$ cat config.mk
export PLATFORM = sky130hd
export DESIGN_NAME = serial_mag_compare_flat
export DESIGN_NICKNAME = d
export VERILOG_FILES = /design/src/rtl/serial_mag_compare_if.sv /design/src/rtl/serial_mag_compare.sv /design/src/flat_wrapper.sv
export SDC_FILE = /design/constraint.sdc
export NUM_CORES = 1
export LEC_CHECK = 0
export BUFFER_PORTS_ARGS = -buffer_cell sky130_fd_sc_hd__buf_2
export CAP_MARGIN = 15
export CORE_AREA = 3 3 40 42
export DETAILED_ROUTE_END_ITERATION = 8
export DIE_AREA = 0 0 43 45
export PLACE_DENSITY = 0.75
export SYNTH_ARGS = -nofsm -noshare
export SYNTH_HDL_FRONTEND = slang
export SYNTH_SLANG_ARGS = --single-unit
$ cat constraint.sdc
create_clock -name clk -period 2.8 [get_ports clk]
set_clock_uncertainty 0.05 [all_clocks]
set_input_delay 0.28 -clock clk [delete_from_list [all_inputs] [get_ports clk]]
set_output_delay 0.28 -clock clk [all_outputs]
set_load 0.05 [all_outputs]
$ cat src/rtl/serial_mag_compare_if.sv
// Operand/result bundle between a compare requester and serial_mag_compare.
// The requester drives start/a/b and observes busy/valid/comp_out.
interface serial_mag_compare_if #(
  parameter int WIDTH = 4
);
  logic             start;
  logic [WIDTH-1:0] a;
  logic [WIDTH-1:0] b;
  logic             busy;
  logic             valid;
  logic [1:0]       comp_out;

  modport master (output start, a, b, input busy, valid, comp_out);
  modport slave  (input start, a, b, output busy, valid, comp_out);
endinterface

$ cat src/rtl/serial_mag_compare.sv
// Bit-serial unsigned magnitude comparator: MSB-first, one bit per clock,
// exits at the first differing bit with a one-cycle valid strobe.
module serial_mag_compare #(
  parameter int WIDTH = 4
) (
  input  logic                clk,
  input  logic                reset,
  serial_mag_compare_if.slave bus
);

  localparam int IDX_W = (WIDTH > 1) ? $clog2(WIDTH) : 1;

  localparam logic [1:0] CODE_GT = 2'b10;
  localparam logic [1:0] CODE_LT = 2'b01;
  localparam logic [1:0] CODE_EQ = 2'b00;

  typedef enum logic {
    IDLE = 1'b0,
    CMP  = 1'b1
  } state_t;

  state_t           state_q, state_d;
  logic [WIDTH-1:0] a_q, a_d;
  logic [WIDTH-1:0] b_q, b_d;
  logic [IDX_W-1:0] idx_q, idx_d;
  logic             valid_q, valid_d;
  logic [1:0]       comp_q, comp_d;

  logic a_bit;
  logic b_bit;

  assign a_bit = a_q[idx_q];
  assign b_bit = b_q[idx_q];

  always_comb begin
    // NOTE: every signal gets a default before the case so no path can leave
    // it unassigned, which would otherwise infer a latch.
    state_d = state_q;
    a_d     = a_q;
    b_d     = b_q;
    idx_d   = idx_q;
    valid_d = 1'b0;
    comp_d  = comp_q;

    unique case (state_q)
      IDLE: begin
        if (bus.start) begin
          a_d     = bus.a;
          b_d     = bus.b;
          idx_d   = IDX_W'(WIDTH - 1);
          state_d = CMP;
        end
      end
      CMP: begin
        if (a_bit && !b_bit) begin
          comp_d  = CODE_GT;
          valid_d = 1'b1;
          state_d = IDLE;
        end else if (!a_bit && b_bit) begin
          comp_d  = CODE_LT;
          valid_d = 1'b1;
          state_d = IDLE;
        end else if (idx_q == '0) begin
          comp_d  = CODE_EQ;
          valid_d = 1'b1;
          state_d = IDLE;
        end else begin
          idx_d = idx_q - IDX_W'(1);
        end
      end
      default: state_d = IDLE;
    endcase
  end

  // NOTE: state uses non-blocking assignments so every flop samples the
  // pre-edge value of every other flop, independent of statement order.
  always_ff @(posedge clk) begin
    if (reset) begin
      state_q <= IDLE;
      a_q     <= '0;
      b_q     <= '0;
      idx_q   <= '0;
      valid_q <= 1'b0;
      comp_q  <= CODE_EQ;
    end else begin
      state_q <= state_d;
      a_q     <= a_d;
      b_q     <= b_d;
      idx_q   <= idx_d;
      valid_q <= valid_d;
      comp_q  <= comp_d;
    end
  end

  assign bus.busy     = (state_q == CMP);
  assign bus.valid    = valid_q;
  assign bus.comp_out = comp_q;

endmodule

$ cat src/flat_wrapper.sv
// flat-port wrapper written by rule: the top's interface ports become plain ports
module serial_mag_compare_flat 
#(
  parameter int WIDTH = 4
)
  (clk, reset, bus_start, bus_a, bus_b, bus_busy, bus_valid, bus_comp_out);
  serial_mag_compare_if #(.WIDTH(WIDTH)) bus_i ();
  input  logic clk;
  input  logic reset;
  input wire logic [$bits(bus_i.start)-1:0] bus_start;
  input wire logic [$bits(bus_i.a)-1:0] bus_a;
  input wire logic [$bits(bus_i.b)-1:0] bus_b;
  output wire logic [$bits(bus_i.busy)-1:0] bus_busy;
  output wire logic [$bits(bus_i.valid)-1:0] bus_valid;
  output wire logic [$bits(bus_i.comp_out)-1:0] bus_comp_out;
  assign bus_i.start = bus_start;
  assign bus_i.a = bus_a;
  assign bus_i.b = bus_b;
  assign bus_busy = bus_i.busy;
  assign bus_valid = bus_i.valid;
  assign bus_comp_out = bus_i.comp_out;
  serial_mag_compare #(.WIDTH(WIDTH)) u_core (.clk(clk), .reset(reset), .bus(bus_i));
endmodule
==> run metrics <==
Period minus WS final=1.53 ns; first-pass GRT wire length=2.11 mm; RePlAce Congestion=0.815; CTS Hold Bufs=0; via count=554; clk_lat worst skew=0.27 ns; initial core utilization=52.1%; total CTS buffers=3; Startpoint Class=flip-flop; area added between synthesis and finish=15.9%; DRC viols=0; Synth area leader=dfxtp_1; grt total ovfl=0; met1 usage=15.8%; hold crit path type=in2reg; post-cts resize count=0; most numerous cell in the Yosys netlist=nand2_1; # Post-CTS Setup Buffers=0; Critical Path Fanout Max=4; Setup Slack @ Placement=1.28 ns; Worst Tran Pin Value=0.510 ns; CTS tree=built; post-DP HPWL=979 microns; initial antenna violation count=0; max_cap viols=0; Synth cell types=18; Leakage=0.318 nW; Detail Route Antenna Nets=0; CTS sink count=14; Fin. Hold Viols=0; Avg WL per Cell=12.3 microns; Sw Ratio=27.8%; pin count of the biggest net entering global routing=15; vias in the first global route=524; clock buffer depth=2; GRT met2 Usage=25.1%; final setup margin=1.27 ns; P_sw=128 uW; Yosys top cell area share=41.9%; largest cells by area after synthesis=dfxtp_1, nand2_1, mux4_1, a21oi_1, xnor2_1; Combinational Power Share=19.8%; Layout Nets=101; Via density=5.38; GR peak layer=met2; Syn Area/Cell=9.17 sq um; io pins=15; synth warn=0; Cell Area, Synth=669 sq um; register area share after synthesis=41.9%; most frequent cells after synthesis=nand2_1, dfxtp_1, a21oi_1; Async S/R FF share, synth=0%; crit path DAT=1.64 ns; WS Path Type=reg2reg; 1st-pass router iterations=4; Clk pwr share=30.9%; DRT iter0 DRCs=15; RSZ-0062 raised after global routing=no; setup violators final=0; ant diodes=0; PwrDens=596 nW/um^2; fillers=127; Syn Inst Count=73; Overall Global Routing Usage=14.8%; register clock-pin slew on the reported worst setup and hold paths=0.08 ns; Flop pwr share=49.4%; Primary FF master, synth=dfxtp_1; cell row count=13; CP required=2.91 ns; Pins Over Slew Limit=0; internal cell power=334 uW; share of layout cells above drive strength 1=23.9%; htree depth=1; EDFF count, synth=0; status=finished clean; post-synth net total=85; flops & latches, synth=14; period utilisation layout=54.5%; clock root cell=clkbuf_4; DIE HEIGHT=45 microns; die extent in x=43 microns; Total Neg Setup Slack=0 ns; Fmax achieved=655 MHz; CORE AREA=1280 sq um; Rel. slew slack=65.9%; die area=1940 sq um; worst IR drop on VDD=0.273 mV; final WL=1.26 mm; CP Capture Type=flip-flop; met3 Usage GRT=3.19%; number of port buffers=14
## placed cells by master, fill, tap and decap left out
master and instances:
nand2_1 17, buf_2 14, dfxtp_1 14, a21oi_1 10
nand2b_1 5, a31oi_1 4, xnor2_1 4, inv_1 3
clkbuf_4 3, mux4_1 2, nand3_1 2, nand3b_1 2
a31o_1 2, nor2b_1 1, or2b_2 1, mux4_2 1
and2b_2 1, ha_1 1, clkbuf_8 1
## worst paths after layout
kind	cells past startpoint	slack, ns	startpoint	endpoint
max	4	1.27	u_core.idx_q[0]	u_core.bus.comp_out[1]
min	3	0.19	bus_a[0]	u_core.a_q[0]
max reg2reg	4	1.27	u_core.idx_q[0]	u_core.bus.comp_out[1]
min reg2reg	2	0.44	u_core.a_q[3]	u_core.a_q[3]
## final cells by class
class | instances | area, sq um | share of cell area (%)
sequential | 14 | 280 | 36.1
inverter | 3 | 11.3 | 1.45
multi-input combinational | 53 | 359 | 46.3
timing repair buffer | 14 | 70.1 | 9.03
tap | 15 | 18.8 | 2.42
clock buffer | 4 | 36.3 | 4.68
## sequential cells by signal, summed over array words and instances, names as in the netlist
name                 cells
u_core.a_q               4
u_core.bus.valid         1
u_core.bus.comp_out      2
u_core.b_q               4
u_core.idx_q             2
u_core.bus.busy          1
## metrics by stage
| stage | hold slack, ns | area, sq um | utilization [%] | power, mW | std cells |
|---|---|---|---|---|---|
| 2_1_floorplan | 0.299 | 669 | - | 0.303 | 73 |
| 3_3_place_gp | 0.423 | 739 | 57.5 | 0.321 | 99 |
| 3_5_place_dp | 0.432 | 739 | 57.5 | 0.325 | 99 |
| 4_1_cts | 0.173 | 776 | 60.4 | 0.470 | 103 |
| 5_1_grt | 0.180 | 776 | 60.4 | 0.491 | 103 |
| 6_report | 0.186 | 776 | 60.4 | 0.462 | 103 |
## power groups by stage
| stage | combinational [mW] | sequential (mW) | clock [mW] |
|---|---|---|---|
| 2_1_floorplan | 0.0602 | 0.243 | 0 |
| 3_3_place_gp | 0.0887 | 0.232 | 0 |
| 3_5_place_dp | 0.0917 | 0.233 | 0 |
| 6_report | 0.0913 | 0.228 | 0.143 |
| 5_1_grt | 0.102 | 0.231 | 0.158 |
| 4_1_cts | 0.0920 | 0.228 | 0.150 |
## cells by family after synthesis
| logic type | after synthesis | share of synthesized area (%) |
|---|---|---|
| buffers and inverters | 6 | 4.49 |
| flip-flops | 14 | 41.9 |
| multiplexers | 3 | 11.2 |
| XOR/XNOR | 4 | 5.23 |
| AO/OA/AOI/OAI | 16 | 13.8 |
| AND/OR/NAND/NOR | 29 | 21.5 |
| adder cells (fa/ha/maj) | 1 | 1.87 |
## layer usage
metal  vias to the layer above  wire length (microns)  share of wire, %
met5                         -                      0                 0
met4                         0                     42               3.3
met3                         6                     71               5.6
met2                        17                    621                49
met1                       249                    528                42
li1                        282                      -                 -
## critical path: stages, from the launching register on
cell,delay [ns]
dfxtp_1,0.42
mux4_1,0.63
nand2b_1,0.17
nand3_1,0.08
a31oi_1,0.06
Power figures use the tool's default switching activity.
